## src/rtl/led_flip_ctrl.sv

```systemverilog
`default_nettype none
// ============================================================================
//  Module   : led_flip_ctrl
//  Purpose  : Runtime-configurable LED pattern sequencer. A programmable
//             divisor produces a single-cycle tick enable on i_clk, and each
//             tick advances the LED pattern (ALL_OFF / BLINK / SHIFT /
//             BOUNCE). Mode and divisor arrive through a valid/ready
//             handshake. While running, a new setting is held pending and
//             applied on the next tick, so a period is never cut short.
//  Ports    : i_clk, i_rst        clock, synchronous active-high reset
//             i_cfg_valid/o_cfg_ready, i_cfg_mode, i_cfg_div  config handshake
//             i_start, i_stop     level-sampled run control (stop wins)
//             o_led, o_tick, o_busy  registered pattern, tick pulse, RUN flag
//  Revision : 1.0  initial release
// ============================================================================
module led_flip_ctrl #(
  parameter int P_LED_NUM      = 4,
  parameter int P_DIV_W        = 16,
  parameter int P_DIV_DEFAULT  = 50000,
  parameter int P_MODE_DEFAULT = 2
) (
  input  logic                 i_clk,
  input  logic                 i_rst,
  input  logic                 i_cfg_valid,
  output logic                 o_cfg_ready,
  input  logic [1:0]           i_cfg_mode,
  input  logic [P_DIV_W-1:0]   i_cfg_div,
  input  logic                 i_start,
  input  logic                 i_stop,
  output logic [P_LED_NUM-1:0] o_led,
  output logic                 o_tick,
  output logic                 o_busy
);

  typedef enum logic [0:0] {
    S_IDLE = 1'b0,
    S_RUN  = 1'b1
  } state_t;

  localparam logic [1:0] c_MODE_ALL_OFF = 2'd0;
  localparam logic [1:0] c_MODE_BLINK   = 2'd1;
  localparam logic [1:0] c_MODE_SHIFT   = 2'd2;
  localparam logic [1:0] c_MODE_BOUNCE  = 2'd3;
  localparam logic       c_DIR_UP       = 1'b0;
  localparam logic       c_DIR_DOWN     = 1'b1;

  state_t               r_state;
  logic [1:0]           r_mode;
  logic [P_DIV_W-1:0]   r_div;
  logic                 r_pend;
  logic [1:0]           r_pmode;
  logic [P_DIV_W-1:0]   r_pdiv;
  logic                 r_dir;
  logic [P_DIV_W-1:0]   r_cnt;
  logic [P_LED_NUM-1:0] r_led;
  logic                 r_tick;
  logic                 r_cfg_ready;

  logic [P_DIV_W-1:0]   w_eff_m1;
  logic                 w_tick_cond;
  logic                 w_cfg_acc;
  logic [P_LED_NUM-1:0] w_led_adv;
  logic                 w_dir_adv;
  logic [P_LED_NUM-1:0] w_shl;
  logic [P_LED_NUM-1:0] w_shr;

  // Initial pattern shown when a mode is (re)started.
  function automatic logic [P_LED_NUM-1:0] f_init(input logic [1:0] mode);
    logic [P_LED_NUM-1:0] v;
    v = '0;
    case (mode)
      c_MODE_BLINK:                v = '1;
      c_MODE_SHIFT, c_MODE_BOUNCE: v[0] = 1'b1;
      default:                     v = '0;
    endcase
    return v;
  endfunction

  // A divisor of 0 behaves as 1, so the terminal count is 0 in both cases.
  // Comparing cnt against div-1 keeps everything in P_DIV_W bits, which lets
  // the all-ones divisor work without a wider counter.
  assign w_eff_m1    = (r_div == '0) ? '0 : r_div - P_DIV_W'(1);
  assign w_tick_cond = (r_state == S_RUN) && (r_cnt == w_eff_m1);
  assign w_cfg_acc   = i_cfg_valid & r_cfg_ready;

  assign w_shl = r_led << 1;
  assign w_shr = r_led >> 1;

  always_comb begin
    w_led_adv = r_led;
    w_dir_adv = r_dir;
    case (r_mode)
      c_MODE_ALL_OFF: w_led_adv = '0;
      c_MODE_BLINK:   w_led_adv = ~r_led;
      c_MODE_SHIFT: begin
        // Rotate left; with a single LED this degenerates to a hold.
        for (int i = 0; i < P_LED_NUM; i++) begin
          w_led_adv[i] = r_led[(i + P_LED_NUM - 1) % P_LED_NUM];
        end
      end
      default: begin
        // Direction flips on arrival at an end bit, so each end bit is
        // displayed for exactly one tick before the walk reverses.
        if (P_LED_NUM > 1) begin
          if (r_dir == c_DIR_UP) begin
            w_led_adv = w_shl;
            if (w_shl[P_LED_NUM-1]) w_dir_adv = c_DIR_DOWN;
          end else begin
            w_led_adv = w_shr;
            if (w_shr[0]) w_dir_adv = c_DIR_UP;
          end
        end
      end
    endcase
  end

  always_ff @(posedge i_clk) begin
    if (i_rst) begin
      r_state     <= S_IDLE;
      r_mode      <= 2'(P_MODE_DEFAULT);
      r_div       <= P_DIV_W'(P_DIV_DEFAULT);
      r_pend      <= 1'b0;
      r_pmode     <= 2'(P_MODE_DEFAULT);
      r_pdiv      <= P_DIV_W'(P_DIV_DEFAULT);
      r_dir       <= c_DIR_UP;
      r_cnt       <= '0;
      r_led       <= '0;
      r_tick      <= 1'b0;
      r_cfg_ready <= 1'b1;
    end else begin
      case (r_state)
        S_IDLE: begin
          r_tick      <= 1'b0;
          r_cnt       <= '0;
          r_dir       <= c_DIR_UP;
          r_cfg_ready <= 1'b1;
          if (w_cfg_acc) begin
            r_mode <= i_cfg_mode;
            r_div  <= i_cfg_div;
          end
          if (i_start && !i_stop) begin
            r_state <= S_RUN;
            // A setting accepted on the same edge is the one that starts.
            r_led   <= f_init(w_cfg_acc ? i_cfg_mode : r_mode);
          end
        end

        default: begin
          if (i_stop) begin
            // Stop suppresses any tick due at this edge and flushes config.
            r_state     <= S_IDLE;
            r_led       <= '0;
            r_cnt       <= '0;
            r_dir       <= c_DIR_UP;
            r_tick      <= 1'b0;
            r_pend      <= 1'b0;
            r_cfg_ready <= 1'b1;
            if (r_pend) begin
              r_mode <= r_pmode;
              r_div  <= r_pdiv;
            end else if (w_cfg_acc) begin
              r_mode <= i_cfg_mode;
              r_div  <= i_cfg_div;
            end
          end else begin
            if (w_tick_cond) begin
              r_cnt  <= '0;
              r_tick <= 1'b1;
              if (r_pend) begin
                r_mode      <= r_pmode;
                r_div       <= r_pdiv;
                r_led       <= f_init(r_pmode);
                r_dir       <= c_DIR_UP;
                r_pend      <= 1'b0;
                r_cfg_ready <= 1'b1;
              end else begin
                r_led <= w_led_adv;
                r_dir <= w_dir_adv;
              end
            end else begin
              r_cnt  <= r_cnt + P_DIV_W'(1);
              r_tick <= 1'b0;
            end
            // Acceptance is only possible with nothing pending, so an offer
            // landing on a tick edge never disturbs the tick itself and
            // simply waits for the following one.
            if (w_cfg_acc) begin
              r_pmode     <= i_cfg_mode;
              r_pdiv      <= i_cfg_div;
              r_pend      <= 1'b1;
              r_cfg_ready <= 1'b0;
            end
          end
        end
      endcase
    end
  end

  assign o_led       = r_led;
  assign o_tick      = r_tick;
  assign o_busy      = (r_state == S_RUN);
  assign o_cfg_ready = r_cfg_ready;

endmodule
`default_nettype wire

```

## config.mk

```make
export PLATFORM = sky130hd
export DESIGN_NAME = led_flip_ctrl
export DESIGN_NICKNAME = d
export VERILOG_FILES = /design/src/rtl/led_flip_ctrl.sv
export SDC_FILE = /design/constraint.sdc
export NUM_CORES = 1
export LEC_CHECK = 0
export CAP_MARGIN = 5
export CORE_MARGIN = 2
export CORE_UTILIZATION = 53
export DETAILED_ROUTE_END_ITERATION = 10
export GPL_TIMING_DRIVEN = 0
export PLACE_DENSITY = 0.87
export SLEW_MARGIN = 15
export SYNTH_ARGS = -nofsm -noshare
export SYNTH_HDL_FRONTEND = slang
export SYNTH_SLANG_ARGS = --single-unit
```

## constraint.sdc

```tcl
create_clock -name i_clk -period 3.2 [get_ports i_clk]
set_clock_uncertainty 0.15 [all_clocks]
set_input_delay 0.32 -clock i_clk [delete_from_list [all_inputs] [get_ports i_clk]]
set_output_delay 0.32 -clock i_clk [all_outputs]
set_load 0.02 [all_outputs]
```

==> summary by stage, run 1 <==
Setup path
The endpoint required time on the critical path is 3290 ps. Tracing the worst setup path back leads to its startpoint at r_div[7]$_SDFFE_PP0P_. The worst setup path is captured at a register.

Of all nets on the critical path, the largest fanout is 5. In this run the critical register-to-register path is launched from r_div[7]$_SDFFE_PP0P_. The critical path arrival is 3220 ps. The kind of start point of the critical path is a register. Across all register-to-register paths, the minimum setup slack is 70 ps. The kind of critical path is reg -> reg.

Global routing
The number of global-route vias before repair is 3607. For this run, the total global-route usage over all layers was measured as 29.6%. Entering global routing, the biggest net connects 13 pins. The first global-routing pass estimated 17.5 mm of wire.

The initial antenna violation count is 0. The total global routing overflow is 0.

Clocking
The clock root buffer is clkbuf_8. TritonCTS created 9 clock buffers. The clock latency of the later-clocked register in the worst-skew pair is 360 ps.

The clock transition time at the flip-flop clock pins of the worst setup and hold paths is 70 ps. The number of hold buffers added after CTS is 0. The H-tree level count is 3. The TritonCTS clock tree is yes. The largest buffer count on any clock path is 2. The number of clock sinks seen by CTS is 61.

Layout
Counting the fill cells in the layout gives 469. In the final design database the tool counted 551 nets. The area used by sequential logic in the layout is 0.00124 mm^2. The fraction of layout cells with a size suffix above 1 is 19.0%. The number of antenna diodes in the final layout is 0. In the final layout, the multi-input gates occupy 0.00244 mm^2.

From synthesis to final layout, the design area changed by 29.3%. The final standard cell area without fillers is 0.00470 mm^2. Cells fill 70.0% of the core in the end.

The non-filler instance count after layout is 611.

Timing
For the pin with the worst max-slew slack, the measured transition is 741 ps. The number of hold violations in the final report was 0. The number of max-slew violations in the final report is 0. Setup repair after global routing could not meet its margin everywhere.

The post-route clock period utilization is 97.9%. The minimum period implied by the final worst setup slack is 3130 ps. Once routing completed, OpenROAD measured the worst setup slack at 68.2 ps. Setup violations remaining at the end of the flow were counted as 0. The worst slew margin relative to its limit is 50.6%. The highest clock rate is 0.319 GHz.

Placed design
The weighted congestion at the end of routability-driven global placement is 0.957. The detailed placer's ending HPWL is 7.05 mm. In this run, placement finished with an instance count of 576. Port buffering added 27 buffers. Timing analysis after detailed placement gives a worst setup slack of -535 ps. The placed cell area is 0.00404 mm^2.

Routing
The post-detailed-route wirelength per cell is 17.9 um. The number of DRC violations after detailed routing is 0. The vias after detailed routing is 3803. The number of routed nets with antenna violations is 0. The starting DRC count in detailed routing is 396.

The ratio of routed vias to standard cells is 6.22. The post-detailed-routing wire length is 11.0 mm. The first TritonRoute pass finished after 5 iterations.

Floorplan
In this run the vertical extent of the chip is 86.9 um. Once the floorplan was initialized, standard cells occupied 54.2% of the core. The core footprint is 0.00672 mm^2. The die area is 0.00754 mm^2. The cell row count is 30. The x dimension of the die is 86.9 um. During I/O placement, the number of pins put on the boundary was 30.

Synth
The count of mapped cells out of synthesis is 469. The most frequently used flop master after synthesis is dfxtp_1. The number of nets produced by synthesis is 494. The synthesized design spends more area on one cell type than any other, namely dfxtp_1.

Counting flops with an async set or reset pin after synthesis yields a share of 0%. The number of flops mapped to enable cells by yosys is 0. By area the synthesized netlist is led by dfxtp_1 34%, mux2i_1 6.6%, nand2_1 5.8%, nor2_1 5.8%, nand3_1 5.2%. The number of storage elements in the synthesis netlist is 61. The post-synthesis instance area is 0.00364 mm^2. Of the post-synthesis cell area, the dominant cell type holds 33.6%. Summing the sequential cell areas from Yosys gives 33.6% of the chip area. The yosys synthesis warning count is 0. The distinct cell type count of the synthesized netlist is 59. Dividing the synthesized area by the synthesized cell count gives 7.76 um^2.

Worst hold path
The startpoint identified for the worst hold timing path is i_rst. The min-delay analysis places its worst path in the category in -> reg.

Power and ir drop
The worst ir drop on vdd is 0.312 mV. For this design the ratio of total power to cell area is 418 mW/mm^2. Summed over all cells, the static leakage comes to 0.00183 uW. Overall power consumption after layout is estimated at 1970 uW.

Run
The number of max-cap violations is 0.

Outcome
The run finished with clean final reports.
==> cell type report <==
type                    instances  area share [%]
flip-flops and latches         61            26.4
repair buffers                 52            10.8
plain buffers                  32            3.59
inverters                       9           0.771
well taps                      80            2.13
clock inverters                 6            1.49
multi-input cells             361            51.9
clock buffers                  10            2.93
==> synth_stat cells (2+ instances only) <==
cell type	number
a211oi_1	3
a21boi_0	2
a21oi_1	33
a22oi_1	2
a31oi_1	12
and2_1	2
and3_1	5
and4_1	3
buf_2	14
buf_4	2
clkbuf_1	20
dfxtp_1	61
ha_1	2
inv_1	9
mux2i_1	24
nand2_1	56
nand2b_1	5
nand3_1	38
nand4_1	4
nor2_1	56
nor2b_1	3
nor3_1	13
nor4_1	7
nor4_2	3
nor4b_1	2
o211a_1	4
o211ai_1	2
o21ai_0	17
o21ai_1	2
o22a_1	5
or3_1	5
or4b_1	2
xnor2_1	11
xor2_1	15
==> flip-flops by register name, summed over array words and instances (netlist names) <==
signal / count
r_pend: 1
r_div: 16
r_pdiv: 16
r_dir: 1
r_mode: 2
o_tick: 1
o_led: 4
o_cfg_ready: 1
o_busy: 1
r_pmode: 2
r_cnt: 16
==> worst paths after layout <==
path / endpoint / cells after the start
max: r_div[5]$_SDFFE_PP0P_ / 11
min: r_div[15]$_SDFFE_PP1P_ / 3
max reg2reg: r_div[5]$_SDFFE_PP0P_ / 11
min reg2reg: r_pdiv[13]$_SDFFE_PP0P_ / 2
==> through the flow <==
stage	hold slack, ps	setup TNS (ps)
5_1_grt	289	-106
4_1_cts	254	-2510
6_report	269	0
3_3_place_gp	292	-10970
2_1_floorplan	249	-2.71
3_5_place_dp	298	-13940
==> layout by cell type, fill, tap and decap left out, drive strengths merged, types with 3 or more instances in the layout <==
cell type / count
dfxtp: 61
nand2: 56
nor2: 56
buf: 39
nand3: 38
a21oi: 33
clkbuf: 28
clkdlybuf4s50: 27
mux2i: 24
o21ai: 19
xor2: 15
nor3: 14
a31oi: 12
xnor2: 11
nor4: 11
inv: 10
or3: 5
and3: 5
o22a: 5
nand2b: 5
nand4: 5
o211a: 4
a211oi: 4
nor2b: 3
clkinvlp: 3
a21boi: 3
and4: 3
==> layer usage <==
metal / track usage, % / vias up / wire [um]
met5: 0 / - / 0
met4: 14.6 / 0 / 391
met2: 49.1 / 248 / 5450
met3: 7.39 / 41 / 909
met1: 35.7 / 1731 / 4210
li1: - / 1783 / -
==> power breakdown <==
| part | internal, uW | switching [uW] |
|---|---|---|
| clock network | 384 | 350 |
| logic | 186 | 222 |
| registers | 789 | 36.0 |
==> cell families (layout without fill, tap and decap cells) <==
logic type	count (synthesis)	in the layout	synth area share [%]
compound gates	94	94	17.0
xor+xnor	27	27	6.88
simple gates	214	214	29.6
mux	24	24	6.60
flops	61	61	33.6
buf+inv	47	109	5.74
fa+ha+maj	2	2	0.688
==> critical path, cell delays in order (launching register included) <==
cell and delay (ps):
dfxtp_4 360, or4_4 540, or4b_4 510, a21oi_4 150
xnor2_1 120, and3_1 210, nand4_4 140, o41ai_4 240
buf_6 190, buf_8 130, mux2i_1 210, nor2_1 80
==> timing repair <==
item | CTS | global route
buffers inserted | 10 | 14
setup endpoints to repair | 40 | 34
cloned | 1 | 0
gates resized for setup | 35 | 30
pin swaps | 13 | 19
(Power assumes the default switching activity.)
==> run 2: changes to the inputs <==
--- a/config.mk
+++ b/config.mk
@@ -6,11 +6,12 @@
 export NUM_CORES = 1
 export LEC_CHECK = 0
 export CAP_MARGIN = 5
-export CORE_MARGIN = 2
-export CORE_UTILIZATION = 53
+export CORE_MARGIN = 8
+export CORE_UTILIZATION = 55
 export DETAILED_ROUTE_END_ITERATION = 10
+export DONT_BUFFER_PORTS = 1
 export GPL_TIMING_DRIVEN = 0
-export PLACE_DENSITY = 0.87
+export PLACE_DENSITY = 0.83
 export SLEW_MARGIN = 15
 export SYNTH_ARGS = -nofsm -noshare
 export SYNTH_HDL_FRONTEND = slang
==> summary by stage, run 2 (synthesis gave the netlist of run 1 again) <==
Timing
The minimum period implied by the final worst setup slack was 3400 ps (+264 ps). The number of hold violations in the final report is 0 (unchanged). The post-route clock period utilization is 106% (+8.3 points). The worst slew margin relative to its limit was 41.8% (-8.9 points). The setup violation total in the final timing report was 27 (+27).

The highest clock rate came to 0.294 GHz (-7.8%). The post-layout worst setup margin is -196 ps (-264 ps). The number of max-slew violations in the final report was 0 (unchanged). The worst-margin pin slew is 868 ps (+127 ps).

Setup repair after global routing could not meet its margin everywhere. The accumulated negative setup slack was -1830 ps (-1830 ps).

Floorplan
The I/O pin count is 30 (unchanged). The cell row count is 29 (-3.3%). The floorplan die height is 97.3 um (+12%). The die area is 0.00947 mm^2 (+26%). The starting density of the core came to 57.0% (+2.8 points). The core footprint came to 0.00639 mm^2 (-5.0%). The x dimension of the die is 97.3 um (+12%).

Outcome
The checks that failed: negative setup slack. The run finished, with violations left.

Global routing
The total global routing overflow came to 0 (unchanged). The number of global-route vias before repair came to 3504 (-2.9%). The combined global-route utilization of all metal layers came to 21.6% (-8.1 points).

The global-route wire length before repair is 17.1 mm (-2.1%). The maximum number of pins on one net before global-route repair came to 12 (-1). The initial antenna violation count came to 0 (unchanged).

Routing
The number of routed nets with antenna violations is 0 (unchanged). The ratio of routed vias to standard cells was 6.46 (+3.8%). The post-detailed-route wirelength per cell is 19.8 um (+10%). The uppermost metal layer occupied by signal nets is met4. The number of DRC violations after detailed routing came to 0 (unchanged).

The post-detailed-routing wire length came to 12.1 mm (+9.9%). The vias after detailed routing is 3936 (+3.5%). The length of routed met2 wiring was 5.94 mm (+8.9%). The starting DRC count in detailed routing is 484 (+22%). The sum of routed wire segments on met1 is 4.47 mm (+6.3%).

The length of the first detailed-routing pass in iterations is 7 (+2). The routed length on met3 is 1.14 mm (+25%).

Clocking
TritonCTS built the clock tree. The clock transition time at the flip-flop clock pins of the worst setup and hold paths came to 70 ps (about the same). The largest buffer count on any clock path was 2 (unchanged). The H-tree level count was 3 (unchanged). The clock latency of the later-clocked register in the worst-skew pair is 360 ps (about the same). Clock tree synthesis selected as its root buffer the cell clkbuf_8. The number of clock sinks seen by CTS is 61 (unchanged). The number of buffers created by CTS is 9 (unchanged).

Layout
The library cells used most frequently in the layout, excluding fill and tap cells, are 56 x nand2_1, 55 x dfxtp_1, 54 x nor2_1, 37 x nand3_1, 32 x a21oi_1. The count of inserted antenna diode cells is 0 (unchanged). The largest registers in the layout are r_cnt x16, r_div x16, r_pdiv x16. The final design utilization is 73.2% (+3.1 points). The net count reported at finish is 552 (+0.18%).

The fraction of layout cells with a size suffix above 1 is 18.8% (-0.22 points). The final standard cell area without fillers is 0.00467 mm^2 (-0.69%). The library cell used most frequently in the layout, excluding fill and tap cells, is nand2_1.

The area growth from synthesis to layout is 28.4%.

Setup path
The sort of element at the end of the critical path is a register. The critical path is of the reg -> reg type. The largest fanout on the critical path is 5 (unchanged). The worst reg-to-reg setup slack was -200 ps (-260 ps). The endpoint required time on the critical path is 3260 ps (-30 ps). The peak per-stage delay on the critical path came to 460 ps (-80 ps). Walking the worst path, the cells encountered are inv_1 -> ha_4 -> or3b_4 -> o41ai_4 -> a21oi_4 -> xnor2_1 -> and3_4 -> nand4_4 -> o41ai_4 -> buf_6 -> buf_6 -> mux2i_1 -> nor2_1. The kind of start point of the critical path is a register. The critical path arrival is 3460 ps (+240 ps). The slowest stage of the critical path belongs to the cell or3b_4.

Placed design
The placed cell area is 0.00376 mm^2 (-6.8%). The count of input and output buffers is 0 (-100%). The worst setup slack before clock tree synthesis was -485 ps (+49.8 ps). The detailed placer's ending HPWL came to 6.90 mm (-2.2%). The weighted congestion at the end of routability-driven global placement came to 0.922 (-3.6%).

Run
The number of max-cap violations is 0 (unchanged).

Power and ir drop
The static leakage came to 0.00185 uW (+1.1%). The post-route total power was 1990 uW (+1.3%). The worst ir drop on vdd is 0.360 mV (+15%). The power per unit of standard cell area is 427 mW/mm^2 (+2.0%).

Worst hold path
In this run the worst hold path is classified as in -> reg.
[run 2: changes by cell type in the layout (fill, tap and decap cells not counted), moves of 2 or more]
cell / change
dlygate4sd3_1: +20
buf_6: +2
clkdlybuf4s50_1: -27
nor4_2: -2
clkinv_2: +2
clkinvlp_4: -2
buf_4: +6
nor3_2: -2
a211oi_1: +2
[run 2: path summary, 6_finish.rpt]
path,startpoint,end,depth (start not counted)
min,i_stop,r_pend$_SDFFE_PP0P_,2
max reg2reg,r_div[1]$_SDFFE_PP0P_,r_div[11]$_SDFFE_PP0P_,13
max,r_div[1]$_SDFFE_PP0P_,r_div[11]$_SDFFE_PP0P_,13
min reg2reg,r_pdiv[2]$_SDFFE_PP0P_,r_pdiv[2]$_SDFFE_PP0P_,2
[run 2: final cells by class]
class,count,area [um^2]
multi-input combinational,361,2410
fill,406,1710
sequential,61,1240
timing repair buffer,53,500
buffer,32,180
clock buffer,10,128
tap,77,96.3
clock inverter,6,86.3
inverter,9,33.8
[run 2: per-layer routing]
metal / GRT usage, % / up-vias
met1: 24.7 / 1804
met5: 0 / -
met4: 9.91 / 0
met2: 37.4 / 287
li1: - / 1783
met3: 4.48 / 62
[run 2: stage by stage]
stage	cells	hold WS, ps
3_3_place_gp	546	254
3_5_place_dp	546	255
2_1_floorplan	469	249
4_1_cts	587	25.0
5_1_grt	609	37.0
6_report	609	26.7
[run 2: power breakdown]
| part | total, uW | switching (uW) | internal [uW] |
|---|---|---|---|
| clock network | 770 | 331 | 439 |
| logic | 388 | 213 | 175 |
| registers | 834 | 45.7 | 789 |
| total | 1990 | 591 | 1400 |
[run 2: repair_timing]
item | in CTS | in global routing
gates cloned | 1 | 2
endpoints found under the hold margin | 19 | 0
gates resized for setup | 29 | 33
pin swaps | 7 | 20
hold buffers | 20 | 0
endpoints found under the setup margin | 40 | 35
buffers inserted | 9 | 21
[run 2: critical path, delay by kind of cell, from the launching register on]
kind / cells / cell delay, ps
DFF: 1 / 370
adders and majority gates: 1 / 190
buffers and inverters: 3 / 430
and+or+nand+nor: 4 / 840
xor gates and xnor gates: 1 / 160
muxes: 1 / 220
AOI/OAI and AO/OA: 3 / 890
